**config.mk**
```make
export PLATFORM = sky130hd
export DESIGN_NAME = mem_dp
export DESIGN_NICKNAME = d
export VERILOG_FILES = /design/src/rtl/mem_dp.sv
export SDC_FILE = /design/constraint.sdc
export NUM_CORES = 1
export LEC_CHECK = 0
export ABC_AREA = 0
export CORE_MARGIN = 2
export CORE_UTILIZATION = 30
export DETAILED_ROUTE_END_ITERATION = 12
export PLACE_DENSITY = 0.58
export SYNTH_ARGS = -nofsm -noshare
export SYNTH_HDL_FRONTEND = slang
export SYNTH_SLANG_ARGS = --single-unit
```
**constraint.sdc**
```tcl
create_clock -name clk -period 2 [get_ports clk]
set_clock_uncertainty 0.15 [all_clocks]
set_input_delay 0.4 -clock clk [delete_from_list [all_inputs] [get_ports clk]]
set_output_delay 0.4 -clock clk [all_outputs]
set_load 0.01 [all_outputs]
```
**src/rtl/mem_dp.sv**
```systemverilog
// Simple dual-port RAM with lane byte-enables, selectable read-during-write and post-reset self-clear.
// Latency: read data 1 cycle after request (2 with OUT_REG=1); writes land at the request edge.
// Backpressure: none; busy is high during reset/clear and requests are dropped while it is set.
module mem_dp #(
  parameter int ADDR     = 4,
  parameter int WORD     = 8,
  parameter int LANES    = 2,
  parameter int RDW_MODE = 0,
  parameter int OUT_REG  = 0
) (
  input  logic             clk,
  input  logic             rst,
  input  logic             wr_en,
  input  logic [ADDR-1:0]  wr_addr,
  input  logic [WORD-1:0]  wr_data,
  input  logic [LANES-1:0] wr_be,
  input  logic             rd_en,
  input  logic [ADDR-1:0]  rd_addr,
  output logic [WORD-1:0]  rd_data,
  output logic             rd_valid,
  output logic             busy
);

  localparam int DEPTH = 2 ** ADDR;
  localparam int LW    = WORD / LANES;
  // Counter value of the last entry to clear; counter is one bit wider than the address.
  localparam logic [ADDR:0] LAST = (ADDR + 1)'(DEPTH - 1);

  typedef enum logic {CLEAR, READY} state_t;

  state_t          state, state_nxt;
  logic [ADDR:0]   clr_cnt, clr_cnt_nxt;
  logic [WORD-1:0] mem [DEPTH];
  logic [WORD-1:0] rd_word;
  logic            rd_go;
  logic            s1_valid;
  logic [WORD-1:0] s1_data;

  assign busy  = (state == CLEAR);
  assign rd_go = (state == READY) && rd_en;

  // Next state: walk the clear counter across every entry, then settle in READY until reset.
  always_comb begin
    state_nxt   = state;
    clr_cnt_nxt = clr_cnt;
    if (state == CLEAR) begin
      clr_cnt_nxt = clr_cnt + 1'b1;
      if (clr_cnt == LAST) begin
        state_nxt = READY;
      end
    end
  end

  // State register; reset restarts the clear from entry 0.
  always_ff @(posedge clk) begin
    if (rst) begin
      state   <= CLEAR;
      clr_cnt <= '0;
    end else begin
      state   <= state_nxt;
      clr_cnt <= clr_cnt_nxt;
    end
  end

  // Array write port: clear sweep has priority, otherwise per-lane writes. Untouched while rst is held.
  always_ff @(posedge clk) begin
    if (!rst) begin
      if (state == CLEAR) begin
        mem[clr_cnt[ADDR-1:0]] <= '0;
      end else if (wr_en) begin
        for (int i = 0; i < LANES; i++) begin
          if (wr_be[i]) begin
            mem[wr_addr][i*LW +: LW] <= wr_data[i*LW +: LW];
          end
        end
      end
    end
  end

  // Read word: old contents, or in write-first mode the enabled lanes bypassed from the write port.
  always_comb begin
    rd_word = mem[rd_addr];
    if (RDW_MODE == 1 && wr_en && (wr_addr == rd_addr)) begin
      for (int i = 0; i < LANES; i++) begin
        if (wr_be[i]) begin
          rd_word[i*LW +: LW] = wr_data[i*LW +: LW];
        end
      end
    end
  end

  // First read stage: capture on a request, otherwise hold the last result.
  always_ff @(posedge clk) begin
    if (rst) begin
      s1_valid <= 1'b0;
      s1_data  <= '0;
    end else begin
      s1_valid <= rd_go;
      if (rd_go) begin
        s1_data <= rd_word;
      end
    end
  end

  generate
    if (OUT_REG != 0) begin : g_oreg
      logic            p_valid;
      logic [WORD-1:0] p_data;
      // Optional output stage: delays the strobe one cycle and holds data between results.
      always_ff @(posedge clk) begin
        if (rst) begin
          p_valid <= 1'b0;
          p_data  <= '0;
        end else begin
          p_valid <= s1_valid;
          if (s1_valid) begin
            p_data <= s1_data;
          end
        end
      end
      assign rd_valid = p_valid;
      assign rd_data  = p_data;
    end else begin : g_noreg
      assign rd_valid = s1_valid;
      assign rd_data  = s1_data;
    end
  endgenerate

endmodule

```
==> results.cfg, run 1 <==
[status]
status = completed

[synthesis]
synth_area_per_cell_um2 = 17.3
netlist_instances = 339
yosys.area.top_type_share = 0.657
yosysSeqAreaShare = 0.708
syn_area_mm2 = 0.00585
yosys.cell_types.count = 39
syn_nets = 363
synth_top_area_cell = edfxtp_1
synth-seq-cells = 143
synthTopCellsByArea = edfxtp_1, mux4_2, dfxtp_1
ys.warnings.count = 0

[sta]
max_freq_mhz = 519
finalHoldViolCount = 0
period_minus_slack_ps = 1930
min_period_over_period = 0.963
relSlewSlack = 0.665
whs_ps = 311
setup_viol = 0
worstMarginPinSlew_ps = 502
drv_slew = 0

[critical_path]
path_class = primary input to register
end_kind = register
slowest_delay_ps = 650
startpoint_type = primary input
crit_path_frequent_cell = buf_4
crit_path_top_delay_cell = clkdlybuf4s50_1
critPathRequiredTime_ps = 1980
critPathArrivalTime_ps = 1900
cp_max_fo = 4
crit_chain = clkdlybuf4s50_1 -> nor4b_4 -> o21ai_2 -> buf_4 -> nor2_1 -> buf_4

[final_layout]
drive_gt1_frac = 0.326
nets = 471
diodes = 0
syn2layout_area_growth_pct = 32.3
fillers = 1726

[route]
drt-total-wl_um = 12300
drt-pass1-iter-count = 6
drc = 0
final_antenna_net_count = 0
route.detailed.wl_per_inst_um = 16.9
via_per_inst = 4.56
vias = 3305
drtIter0Drc = 273

[grt]
first_global_vias = 3471
grt_overflow = 0
grt_start_max_net_pins = 23
antenna_found_initial = 0
grt_pass1_wl_um = 19500
track_usage = 0.128

[cts]
cts_max_level = 4
clock_path_buffers = 2
clkTransAtPathRegs_ps = 60
cts_tree = done
clk_latency_ps = 410
numCtsBuffers = 17
clock-root-buffer = clkbuf_16
clock_sinks = 143

[power]
power_density_mw_per_mm2 = 854
p_leak_nw = 2.80
ir_drop_uv = 464
finalPower_w = 0.00662

[place]
place_hpwl_um = 8650
port_buffers = 31
place.gp.congestion = 0.810

[die]
die_x_um = 144
num_rows = 51
initial_core_util = 0.303
die_h_um = 144
fp.dieArea_mm2 = 0.0206
ios = 32
fp.coreArea_mm2 = 0.0193

[flow_run]
maxCapViolations = 0

[min_path]
hold_path_class = primary input to register
-- cells in the mapped netlist --
library cell and count:
buf_1 2, dfxtp_1 15, nand4_1 1, nand2b_1 4, o21ai_0 7, nand3_1 1, ha_1 2, buf_2 1
or2_2 1, xnor2_1 1, a31oi_1 3, mux2i_1 13, a21oi_1 10, nor4_1 1, mux4_2 22, nor4b_1 2
mux4_1 8, nor2b_1 1, o211ai_1 1, and3b_1 2, edfxtp_1 128, nor2_1 45, buf_12 1, a22oi_1 7
o21ai_1 8, buf_4 5, nand3b_1 2, nor3_1 1, a221oi_1 1, and2_1 2, and3_1 9, xor2_1 2
mux2_2 8, nand4bb_1 1, a211oi_1 1, nand2_1 8, inv_1 4, buf_6 1, clkbuf_1 7
-- per-stage QoR --
stage | TNS, ps | std cells | utilization | area, um^2 | setup slack [ps]
finish | 0 | 725 | 0.401 | 7750 | 74.6
global route | -150 | 725 | 0.401 | 7750 | -13.0
CTS | 0 | 723 | 0.396 | 7650 | 3.62
detailed placement | -82920 | 690 | 0.365 | 7060 | -607
global placement | -73430 | 690 | 0.365 | 7060 | -512
floorplan | 0 | 339 | - | 5850 | 3.43
-- sequential cells by signal (all words and copies together) (netlist names) --
signal    flops
state         1
clr_cnt       5
rd_data       8
mem         128
rd_valid      1
-- cell usage in the layout, fill, tap and decap left out, drive strengths merged, types with 7 or more instances in the layout --
master         instances
clkdlybuf4s50         24
mux2                   8
mux4                  30
and3                   9
a22oi                  7
clkinv                 9
a21oi                 10
dfxtp                 15
o21ai                 15
nand2                  8
nor2                  45
mux2i                 13
buf                   76
clkbuf                19
edfxtp               128
-- layer usage --
layer	track usage	part of all wire	up-vias
met5	0	0	-
met4	0.0413	0.013	0
met3	0.0323	0.030	14
met2	0.216	0.50	64
met1	0.163	0.45	1666
li1	-	-	1561
-- final cells by class --
| class | instances | area [um^2] | share of cell area |
|---|---|---|---|
| Clock inverter | 13 | 121 | 0.0157 |
| Timing Repair Buffer | 106 | 1010 | 0.130 |
| Multi-Input combinational cell | 175 | 1680 | 0.217 |
| Sequential cell | 143 | 4150 | 0.535 |
| Inverter | 4 | 15.0 | 0.00194 |
| Clock buffer | 19 | 443 | 0.0572 |
| Tap cell | 265 | 332 | 0.0428 |
-- worst max-delay path: cells and delay by family --
kind / cells / cell delay [ps]
AND/OR/NAND/NOR: 2 / 440
AO/OA/AOI/OAI: 1 / 90
buffers and inverters: 3 / 970
-- timing repair --
item / CTS / global route
setup endpoints to repair: 121 / 128
buffers inserted: 1 / 2
pin swaps: 3 / 2
hold buffers: 0 / 0
gates resized for setup: 11 / 18
-- logic make-up (layout without fill, tap and decap cells) --
family                     count (synthesis)  after routing  synth area share
buffers and inverters                     21            142            0.0209
AOI/OAI and AO/OA                         38             38            0.0376
muxes                                     51             51             0.158
adders and majority gates                  2              2           0.00427
xor gates and xnor gates                   3              3           0.00449
and+or+nand+nor                           81             81            0.0665
DFF                                      143            143             0.708
-- power breakdown --
part | switching, W | leakage, nW | internal (W)
Clock | 0.00113 | 0.277 | 0.00184
Sequential | 0.0000172 | 1.36 | 0.00325
Combinational | 0.000178 | 1.17 | 0.000197
Total | 0.00133 | 2.80 | 0.00529
-- worst paths after layout --
check	end	slack (ps)	startpoint	cells after the start
setup / recovery	mem[9][6]	70	wr_addr[3]	6
hold / removal	clr_cnt[3]	310	rst	3
setup reg to reg	mem[9][6]	110	state	7
hold reg to reg	clr_cnt[4]	340	clr_cnt[4]	2
(Power assumes the default switching activity.)
==> run 2, diff against run 1 <==
CORE_MARGIN = 4   (was 2)
==> results.cfg, run 2 (synthesis results as in run 1) <==
[power]
power_density_mw_per_mm2 = 905
ir_drop_uv = 485
p_leak_nw = 2.85

[route]
drtIter0Drc = 264
drt-pass1-iter-count = 4
vias = 3283
drc = 0
final_antenna_net_count = 0
drt-total-wl_um = 12600
via_per_inst = 4.57
route.detailed.wl_per_inst_um = 17.6

[die]
ios = 32
die_x_um = 148
fp.coreArea_mm2 = 0.0190
fp.dieArea_mm2 = 0.0218
die_h_um = 148
num_rows = 50
initial_core_util = 0.309

[critical_path]
end_kind = register
critPathArrivalTime_ps = 1880
critical_path.top_delay_family = buffers and inverters
slowest_delay_ps = 330
crit_path_frequent_cell = buf_4
crit_path_top_delay_cell = dfxtp_2
critPathRequiredTime_ps = 1970
cp_num_cells = 7
worst-r2r-cell-count = 7
crit_chain = and3b_2 -> buf_4 -> a21oi_1 -> a31oi_1 -> buf_4 -> nor2_2 -> buf_4
cp_max_fo = 11
startpoint_type = register
path_class = register to register
path_buf_inv = 3

[final_layout]
largest-register = mem
drive_gt1_frac = 0.329
syn2layout_area_growth_pct = 33.8
utilization = 0.413
final_cell_mix = edfxtp_1, buf_4, nor2_1
largest_register_ffs = 128
final_common_cell = edfxtp_1
nets = 470
diodes = 0

[sta]
setup_ws_ps = 93.7
setup-tns-final_ps = 0
setup_viol = 0
whs_ps = 285
max_freq_mhz = 525
relSlewSlack = 0.662
worstMarginPinSlew_ps = 507
finalHoldViolCount = 0
min_period_over_period = 0.953
drv_slew = 0
period_minus_slack_ps = 1910

[place]
port_buffers = 31
place.gp.congestion = 0.792
place_hpwl_um = 8630
dp_slack_ps = -545

[min_path]
hold_path_class = primary input to register
worstHoldPathCells = 3

[grt]
track_usage = 0.119
grt_overflow = 0
antenna_found_initial = 0
grt_start_max_net_pins = 25
grt_pass1_wl_um = 19600
first_global_vias = 3484

[cts]
clock_path_buffers = 2
holdBufCountCts = 0
cts_max_level = 4
clock_sinks = 143
cts_tree = done
numCtsBuffers = 17
clk_latency_ps = 410
clkTransAtPathRegs_ps = 60
clock-root-buffer = clkbuf_16

[status]
status = completed

[flow_run]
maxCapViolations = 0
## run 2: report_power, final
group / total [W] / switching [W] / internal (W)
Combinational: 0.000379 / 0.000178 / 0.000201
Clock: 0.00344 / 0.00113 / 0.00231
Sequential: 0.00327 / 0.0000168 / 0.00325
Total: 0.00709 / 0.00132 / 0.00576
## run 2: worst register-to-register path: stages (launching register included)
cell,delay (ps)
dfxtp_2,330
and3b_2,260
buf_4,170
a21oi_1,140
a31oi_1,60
buf_4,190
nor2_2,160
buf_4,160
## run 2: final cells by class
| type | instances | area [um^2] |
|---|---|---|
| sequential | 143 | 4150 |
| fill | 1690 | 11100 |
| clock inverter | 10 | 184 |
| inverter | 4 | 15.0 |
| tap | 260 | 325 |
| clock buffer | 22 | 474 |
| multi-input combinational | 175 | 1660 |
| timing repair buffer | 105 | 1030 |
## run 2: final timing paths
check,startpoint,slack (ps),endpoint
worst max-delay path,state,90,mem[11][1]
worst min-delay path,rst,280,clr_cnt[0]
worst max register to register,state,90,mem[11][1]
worst min register to register,rd_data[5],320,rd_data[5]
## run 2: timing repair
item / 4_1_cts / 5_1_grt
gates resized for setup: 10 / 22
setup endpoints to repair: 107 / 129
cloned: 0 / 1
pin swaps: 0 / 2
setup buffers: 0 / 1
## run 2: layer usage
metal	track usage	up-vias	part of all wire
met2	0.195	86	0.49
met3	0.0264	11	0.047
met4	0.0387	0	0.0091
met1	0.158	1634	0.45
li1	-	1552	-
met5	0	-	0
## run 2: metrics by stage
step / instance area (um^2) / total power [W] / std cells
after floorplan: 5850 / 0.00353 / 339
after global placement: 7050 / 0.00369 / 685
after detailed placement: 7050 / 0.00369 / 685
after CTS: 7730 / 0.00712 / 717
after global routing: 7830 / 0.00731 / 719
final: 7830 / 0.00709 / 719
